--- src/rtl/rv_isa_pkg.sv ---
// Shared RV64 ISA constants and enums used by the encoder and the decode-side
// immediate stage.
package rv_isa_pkg;

    localparam logic [6:0] OP_LOAD   = 7'b0000011;
    localparam logic [6:0] OP_STORE  = 7'b0100011;
    localparam logic [6:0] OP_BRANCH = 7'b1100011;

    localparam logic [2:0] F3_LD  = 3'b011;
    localparam logic [2:0] F3_SD  = 3'b011;
    localparam logic [2:0] F3_BEQ = 3'b000;

    // addi x0, x0, 0
    localparam logic [31:0] NOP_WORD = 32'h0000_0013;

    typedef enum logic [1:0] {
        OPS_LD  = 2'b00,
        OPS_SD  = 2'b01,
        OPS_BEQ = 2'b10,
        OPS_INV = 2'b11
    } op_sel_e;

    typedef enum logic [1:0] {
        ST_IDLE = 2'b00,
        ST_RUN  = 2'b01,
        ST_DONE = 2'b10
    } state_e;

endpackage

--- src/rtl/imm_pack.sv ---
// Combinational field packer: builds an ld/sd/beq word from decoded fields and
// flags immediates that cannot be represented (a NOP is substituted then).
module imm_pack
    import rv_isa_pkg::*;
(
    input  logic [1:0]  op_sel,
    input  logic [4:0]  rd,
    input  logic [4:0]  rs1,
    input  logic [4:0]  rs2,
    input  logic [63:0] imm,
    output logic [31:0] instr,
    output logic        err
);

    logic fits_i12;
    logic fits_b13;

    // Every bit above the field must replicate the field's sign bit.
    assign fits_i12 = (imm[63:11] == {53{imm[11]}});
    assign fits_b13 = (imm[63:12] == {52{imm[12]}}) && !imm[0];

    always_comb begin
        instr = NOP_WORD;
        err   = 1'b1;
        case (op_sel_e'(op_sel))
            OPS_LD: begin
                if (fits_i12) begin
                    instr = {imm[11:0], rs1, F3_LD, rd, OP_LOAD};
                    err   = 1'b0;
                end
            end
            OPS_SD: begin
                if (fits_i12) begin
                    instr = {imm[11:5], rs2, rs1, F3_SD, imm[4:0], OP_STORE};
                    err   = 1'b0;
                end
            end
            OPS_BEQ: begin
                if (fits_b13) begin
                    instr = {imm[12], imm[10:5], rs2, rs1, F3_BEQ,
                             imm[4:1], imm[11], OP_BRANCH};
                    err   = 1'b0;
                end
            end
            default: begin
                instr = NOP_WORD;
                err   = 1'b1;
            end
        endcase
    end

endmodule

--- src/rtl/instr_encoder.sv ---
// Burst encoder: accepts field bundles, packs them into instruction words and
// streams (address, word) writes toward instruction memory.
module instr_encoder
    import rv_isa_pkg::*;
#(
    parameter int ADDR_W = 64,
    parameter int CNT_W  = 16
) (
    input  logic              clk,
    input  logic              rst_n,
    input  logic              start,
    input  logic [ADDR_W-1:0] base_addr,
    input  logic [CNT_W-1:0]  num,
    input  logic              in_valid,
    output logic              in_ready,
    input  logic [1:0]        op_sel,
    input  logic [4:0]        rd,
    input  logic [4:0]        rs1,
    input  logic [4:0]        rs2,
    input  logic [63:0]       imm,
    output logic              out_valid,
    input  logic              out_ready,
    output logic [ADDR_W-1:0] out_addr,
    output logic [31:0]       out_instr,
    output logic              out_err,
    output logic              busy,
    output logic              done,
    output logic [CNT_W-1:0]  err_count
);

    state_e             state_reg, state_next;
    logic [CNT_W-1:0]   num_reg;
    logic [CNT_W-1:0]   acc_reg;
    logic [CNT_W-1:0]   wr_reg;
    logic [CNT_W-1:0]   err_count_reg;
    logic [ADDR_W-1:0]  addr_reg;
    logic [31:0]        instr_reg;
    logic               valid_reg;
    logic               err_reg;

    logic [31:0]        pack_instr;
    logic               pack_err;
    logic               accept;
    logic               out_hs;

    imm_pack u_imm_pack (
        .op_sel (op_sel),
        .rd     (rd),
        .rs1    (rs1),
        .rs2    (rs2),
        .imm    (imm),
        .instr  (pack_instr),
        .err    (pack_err)
    );

    assign in_ready = (state_reg == ST_RUN) && (acc_reg < num_reg)
                      && (!valid_reg || out_ready);
    assign accept   = in_valid && in_ready;
    assign out_hs   = valid_reg && out_ready;

    always_comb begin
        state_next = state_reg;
        case (state_reg)
            ST_IDLE: begin
                if (start)
                    state_next = (num == '0) ? ST_DONE : ST_RUN;
            end
            ST_RUN: begin
                if (out_hs && (wr_reg == num_reg - CNT_W'(1)))
                    state_next = ST_DONE;
            end
            ST_DONE: state_next = ST_IDLE;
            default: state_next = ST_IDLE;
        endcase
    end

    always_ff @(posedge clk or negedge rst_n) begin
        if (!rst_n) begin
            state_reg     <= ST_IDLE;
            num_reg       <= '0;
            acc_reg       <= '0;
            wr_reg        <= '0;
            err_count_reg <= '0;
            addr_reg      <= '0;
            instr_reg     <= '0;
            valid_reg     <= 1'b0;
            err_reg       <= 1'b0;
        end else begin
            state_reg <= state_next;
            if (state_reg == ST_IDLE && start) begin
                addr_reg      <= base_addr;
                num_reg       <= num;
                acc_reg       <= '0;
                wr_reg        <= '0;
                err_count_reg <= '0;
            end else begin
                // A new word may load in the same cycle the old one drains.
                if (accept) begin
                    valid_reg <= 1'b1;
                    instr_reg <= pack_instr;
                    err_reg   <= pack_err;
                    acc_reg   <= acc_reg + CNT_W'(1);
                    if (pack_err && (err_count_reg != '1))
                        err_count_reg <= err_count_reg + CNT_W'(1);
                end else if (out_hs) begin
                    valid_reg <= 1'b0;
                end
                if (out_hs) begin
                    addr_reg <= addr_reg + ADDR_W'(4);
                    wr_reg   <= wr_reg + CNT_W'(1);
                end
            end
        end
    end

    assign out_valid = valid_reg;
    assign out_addr  = addr_reg;
    assign out_instr = instr_reg;
    assign out_err   = err_reg;
    assign busy      = (state_reg != ST_IDLE);
    assign done      = (state_reg == ST_DONE);
    assign err_count = err_count_reg;

endmodule

--- config.mk ---
export PLATFORM = sky130hd
export DESIGN_NAME = instr_encoder
export DESIGN_NICKNAME = d
export VERILOG_FILES = /design/src/rtl/rv_isa_pkg.sv /design/src/rtl/imm_pack.sv /design/src/rtl/instr_encoder.sv
export SDC_FILE = /design/constraint.sdc
export NUM_CORES = 1
export LEC_CHECK = 0
export CORE_ASPECT_RATIO = 1.1
export CORE_MARGIN = 2
export CORE_UTILIZATION = 39
export CTS_CLUSTER_SIZE = 16
export DETAILED_ROUTE_END_ITERATION = 16
export HOLD_SLACK_MARGIN = 0.12
export PLACE_DENSITY = 0.74
export SLEW_MARGIN = 20
export SYNTH_ARGS = -nofsm -noshare
export SYNTH_HDL_FRONTEND = slang
export SYNTH_SLANG_ARGS = --single-unit
--- constraint.sdc ---
create_clock -name clk -period 4.5 [get_ports clk]
set_clock_uncertainty 0.15 [all_clocks]
set_input_delay 0.9 -clock clk [delete_from_list [all_inputs] [get_ports clk]]
set_output_delay 0.9 -clock clk [all_outputs]
set_load 0.02 [all_outputs]
; After elaboration in Yosys (flattened, before gate mapping)
; Index checks and enable logic that the tools add are counted.
[word_totals]
ff_bits = 164
input_bits = 166
output_inout_bits = 117
elab_cells = 72
[classes]
n_addsub = 5
magnitude_cmp = 1
eq_ne = 10
mux = 22
bitwise = 1
n_reduce_logical = 24
[op_table]
columns = op, count
row1 = $mux W64, 2
row2 = $mux W16, 7
row3 = $mux W32, 3
row4 = $pmux W32 S3, 1
row5 = $add A64 B3 Y64 const B, 1
row6 = $eq A52 B52 Y1, 1
row7 = $eq A51 B51 Y1, 1
row8 = $add A16 B1 Y16 const B, 3
row9 = $eq A16 B16 Y1, 1
row10 = $logic_not A16 Y1, 1
row11 = $lt A16 B16 Y1, 1
row12 = $ne A16 B16 Y1 const B, 1
row13 = $sub A16 B1 Y16 const B, 1
row14 = $reduce_bool A2 Y1, 5
row15 = $logic_and A1 B1 Y1, 8
row16 = $reduce_and A2 Y1, 4
row17 = $mux W2, 3
row18 = $eq A2 B1 Y1 const B, 2
row19 = $eq A2 B2 Y1 const B, 2
row20 = $logic_not A2 Y1, 2
row21 = $mux W1, 4
row22 = $pmux W2 S2, 1
row23 = $logic_not A1 Y1, 2
row24 = $ne A2 B1 Y1 const B, 1
row25 = 5 further kinds, 5

; Logic depth before layout (Yosys ltp)
[logic_depth]
ltp_word = 8
mapped_depth = 12
depth_no_buf = 10

; Modules after synthesis
; A second synthesis with hierarchy kept.
[unflattened]
hier_cells = 1069
hier_area_um2 = 9678.0
[modules_own_cells]
columns = module, instances, cells_each, area_per_inst_um2, seq_area_each_um2
row1 = instr_encoder, 1, 956, 8949.8, 4103.9
row2 = imm_pack, 1, 113, 728.2, 0.0

; Worst setup path after synthesis
; OpenSTA, ideal clock, no wires.
[synth_timing]
kind = input port to flip-flop
startpoint = input port imm[15]
endpoint = register instr_reg[10], in the netlist out_instr[10]
setup_time_ps = 64
t_arrival_ps = 2778
required_time_ps = 4286
slack_ps = 1507
path_stages = 9
path_buffers = 1
cell_sequence = or4_1 -> nor4_1 -> a32oi_1 -> nor2_1 -> nand4_1 -> nor2_1 -> o21a_1 -> clkbuf_1 -> a21o_1
[synth_via]
elab_chain_len = 4
elab_cells_between_ends = 7
cone_classes = eq/ne (2) / mux (4) / reduce/logical (1)
[synth_rtl]
columns = element, line
row1 = from (decl), instr_encoder.sv:20  ; input logic [63:0] imm,
row2 = $eq A51 B51 Y1, imm_pack.sv:20  ; assign fits_b13 = (imm[63:12] == {52{imm[12]}}) && !imm[0];
row3 = $logic_and A1 B1 Y1, imm_pack.sv:20
row4 = $mux W32, imm_pack.sv:39  ; if (fits_b13) begin
row5 = $pmux W32 S3 *, imm_pack.sv:25  ; case (op_sel_e'(op_sel))
row6 = to (signal assigned), instr_encoder.sv:100  ; instr_reg <= pack_instr;
row7 = to (decl), instr_encoder.sv:37  ; logic [31:0] instr_reg;
; Mark *: on every way between the ends. The rest lies on a longest branch, timed or not.
; A chain may end at the register's enable or synchronous reset.

; Worst setup path after layout
[layout_timing]
startpoint = register num_reg[9]
endpoint = output port in_ready
[layout_via]
elab_chain_len = 3
[layout_rtl]
columns = element, line
row1 = from (decl), instr_encoder.sv:32  ; logic [CNT_W-1:0] num_reg;
row2 = from (signal assigned), instr_encoder.sv:92  ; num_reg <= num;
row3 = $lt A16 B16 Y1, instr_encoder.sv:56  ; assign in_ready = (state_reg == ST_RUN) && (acc_reg < num_reg)
row4 = $logic_and A1 B1 Y1, instr_encoder.sv:56
row5 = $logic_and A1 B1 Y1, instr_encoder.sv:57  ; && (!valid_reg || out_ready);
row6 = to (decl), instr_encoder.sv:15  ; output logic in_ready,
; Every way passes these cells.

==> impl_metrics.toml <==
[sta]
rsz0062_at_grt = "no"
finalHoldViolations = 0
finalCritPeriodShare = 0.869
fmax_ghz = 0.256
tns_ns = 0
worst_pin_slew_ns = 0.985
drv_slew = 0
fin_crit_ns = 3.91
setup_viol = 0
maxSlewHeadroom = 0.334

[synthesis]
ys_types = 63
synthFlopType = "dfrtp_1"
synth_compound_area_frac = 0.130
synth-xor-area-share = 0.103
postSynthCellCount = 1018
syn_area_um2 = 8990
synth_edf_count = 0
ys_ff_latch = 159
syn_area_per_cell_um2 = 8.84
ys_seq_area_frac = 0.442
synth_fa_ha_area_frac = 0.0278
synthSimpleGateAreaFrac = 0.257
synth_top_family_by_area = "simple AND/OR/NAND/NOR gates"
ys_async_sr_fraction = 1.00
synth.area.mux_share = 0.00445
yosys_warnings = 0

[setup_path]
startpoint_type = "flip-flop"
path_delay_family = "buffers and inverters"
critPathSlowestCell = "clkdlybuf4s50_1"
path_cells = "inv_1 -> ha_1 -> a21oi_1 -> o21ai_0 -> nor3_1 -> a211o_1 -> nand2_1 -> inv_1 -> clkdlybuf4s50_1"
crit_path_max_fanout = 5
critPathKind = "flip-flop to output pin"
cpMostUsedCell = "inv_1"
worstPathArrival_ns = 2.86
path_buf_inv = 3
timing.rr.start = "num_reg[13]"
worstPathRequired_ns = 3.45
endpoint = "in_ready"
slowest_delay_ns = 0.63
rr_endpoint = "err_count[5]"
critPathCaptureType = "output pin"
r2r.worst_path.cells = 10
cp-startpoint = "num_reg[9]"
crit_cells = 9
reg2reg_slack_ns = 1.14

[clock_tree]
cts.sinks = 159
path_clk_slew_ns = 0.08
clk_latency_ns = 0.44
holdBufCountCts = 0
root_buffer = "clkbuf_16"
max-clock-path-buffers = 2
cts_tree = "done"
h-tree-depth = 4
cts_resized = 0
post-cts-setup-buffers = 0
numCtsBuffers = 17

[final_layout]
diodes = 0
syn_to_final_growth_pct = 41.1
mostFrequentLayoutCells = "278 x clkdlybuf4s50_1, 159 x dfrtp_1, 153 x nand2_1, 95 x o21ai_0, 78 x nor2_1"
drive_above_1_share = 0.0440
nFillCells = 2094
seq_area_um2 = 3980
layout_commonest_cell = "clkdlybuf4s50_1"
num-nets-final = 1467
stdcell_area_um2 = 12700
largest_reg_flops = 64
multi_input_area_um2 = 4710

[min_path]
hold_class = "flip-flop to flip-flop"

[placement]
io_buffers = 279
postPlaceCellArea_um2 = 12100
globalplace.congestion = 0.937
detailed_place_hpwl_mm = 20.5

[drt]
drtIter0Drc = 409
drtPass1Iterations = 5
wirelength_mm = 27.2
drc = 0
drt-vias-per-instance = 5.37
wl_per_cell_um = 17.1
via_count = 8554
antenna_left = 0

[global_routing]
grt_first_pass_wirelength_mm = 43.8
grt_max_degree = 92
grt_pass1_vias = 8381
antenna_found_initial = 0
overflow = 0
gr-usage-all-layers = 0.227

[power]
power.total_mw = 5.56
p_leak_nw = 5.18
power_density_nw_per_um2 = 438
peakVddDrop_mv = 0.235

[run_status]
status = "finished clean"

[floorplan]
dieArea_um2 = 24300
ioPinCount = 283
coreArea_um2 = 22800
fp.dieW_um = 149
num_rows = 58
initial_core_util = 0.395
die_h_um = 163

[flow_run]
maxCapViolCount = 0
-- Yosys cell counts (3+ instances only) --
| master | number | area share |
|---|---|---|
| nor4_1 | 16 | 0.011 |
| and4_1 | 10 | 0.0097 |
| nand4_1 | 46 | 0.032 |
| nor3_1 | 24 | 0.013 |
| clkbuf_1 | 32 | 0.013 |
| nand2_1 | 153 | 0.064 |
| o21ai_1 | 12 | 0.0067 |
| inv_1 | 32 | 0.013 |
| xor2_1 | 59 | 0.057 |
| a22o_1 | 20 | 0.019 |
| a21o_1 | 14 | 0.012 |
| mux2i_1 | 4 | 0.0045 |
| a31oi_1 | 3 | 0.0021 |
| a21oi_1 | 26 | 0.014 |
| or4_1 | 5 | 0.0042 |
| o31ai_1 | 6 | 0.0050 |
| and2_1 | 8 | 0.0056 |
| or3_1 | 20 | 0.014 |
| buf_1 | 3 | 0.0013 |
| buf_2 | 5 | 0.0028 |
| o21ai_0 | 95 | 0.053 |
| nand3_1 | 48 | 0.027 |
| nor2_1 | 78 | 0.033 |
| xnor2_1 | 47 | 0.046 |
| and3_1 | 22 | 0.015 |
| dfrtp_1 | 159 | 0.44 |
| ha_1 | 20 | 0.028 |
| nor3_2 | 3 | 0.0033 |
| buf_4 | 5 | 0.0042 |
-- through the flow --
| stage | hold slack (ns) | setup WS [ns] | instances | utilization |
|---|---|---|---|---|
| after floorplan | 0.299 | 1.51 | 1020 | - |
| after global placement | 0.308 | 0.666 | 1562 | 0.530 |
| after detailed placement | 0.315 | 0.654 | 1562 | 0.530 |
| after CTS | 0.333 | 0.584 | 1594 | 0.557 |
| after global routing | 0.350 | 0.371 | 1594 | 0.557 |
| final | 0.331 | 0.590 | 1594 | 0.557 |
-- per-layer routing --
| metal | routed length (um) | track usage | vias up | part of all wire |
|---|---|---|---|---|
| li1 | - | - | 4121 | - |
| met1 | 11200 | 0.268 | 4090 | 0.41 |
| met2 | 13700 | 0.407 | 314 | 0.50 |
| met3 | 1930 | 0.0601 | 29 | 0.071 |
| met4 | 425 | 0.0623 | 0 | 0.016 |
| met5 | 0 | 0 | - | 0 |
-- power breakdown --
part           internal [mW]  switching (mW)  total [mW]
combinational          0.914           0.976        1.89
clock                  0.759           0.721        1.48
sequential              1.74           0.442        2.19
-- worst min path at each step --
stage / cells after the start / start / to
6_report: 1 / out_err / out_err
5_1_grt: 1 / out_err / out_err
4_1_cts: 2 / out_addr[0] / out_addr[0]
3_5_place_dp: 2 / out_addr[0] / out_addr[0]
3_3_place_gp: 1 / out_instr[4] / out_instr[4]
2_1_floorplan: 1 / state_reg[1] / state_reg[0]
-- logic make-up (layout without fill, tap and decap cells) --
kind of cell / after synthesis / count (layout)
adder cells (fa/ha/maj): 20 / 20
other: 1 / 3
multiplexers: 4 / 4
AO/OA/AOI/OAI: 194 / 194
buffers and inverters: 77 / 351
AND/OR/NAND/NOR: 457 / 457
XOR/XNOR: 106 / 106
flip-flops: 159 / 159
-- cell type report --
type / instances / area share
clock buffer: 17 / 0.0335
inverter: 32 / 0.00946
multi-input combinational: 784 / 0.371
sequential: 159 / 0.313
timing repair buffer: 287 / 0.228
clock inverter: 15 / 0.0152
tap: 300 / 0.0296
(Power assumes the default switching activity.)
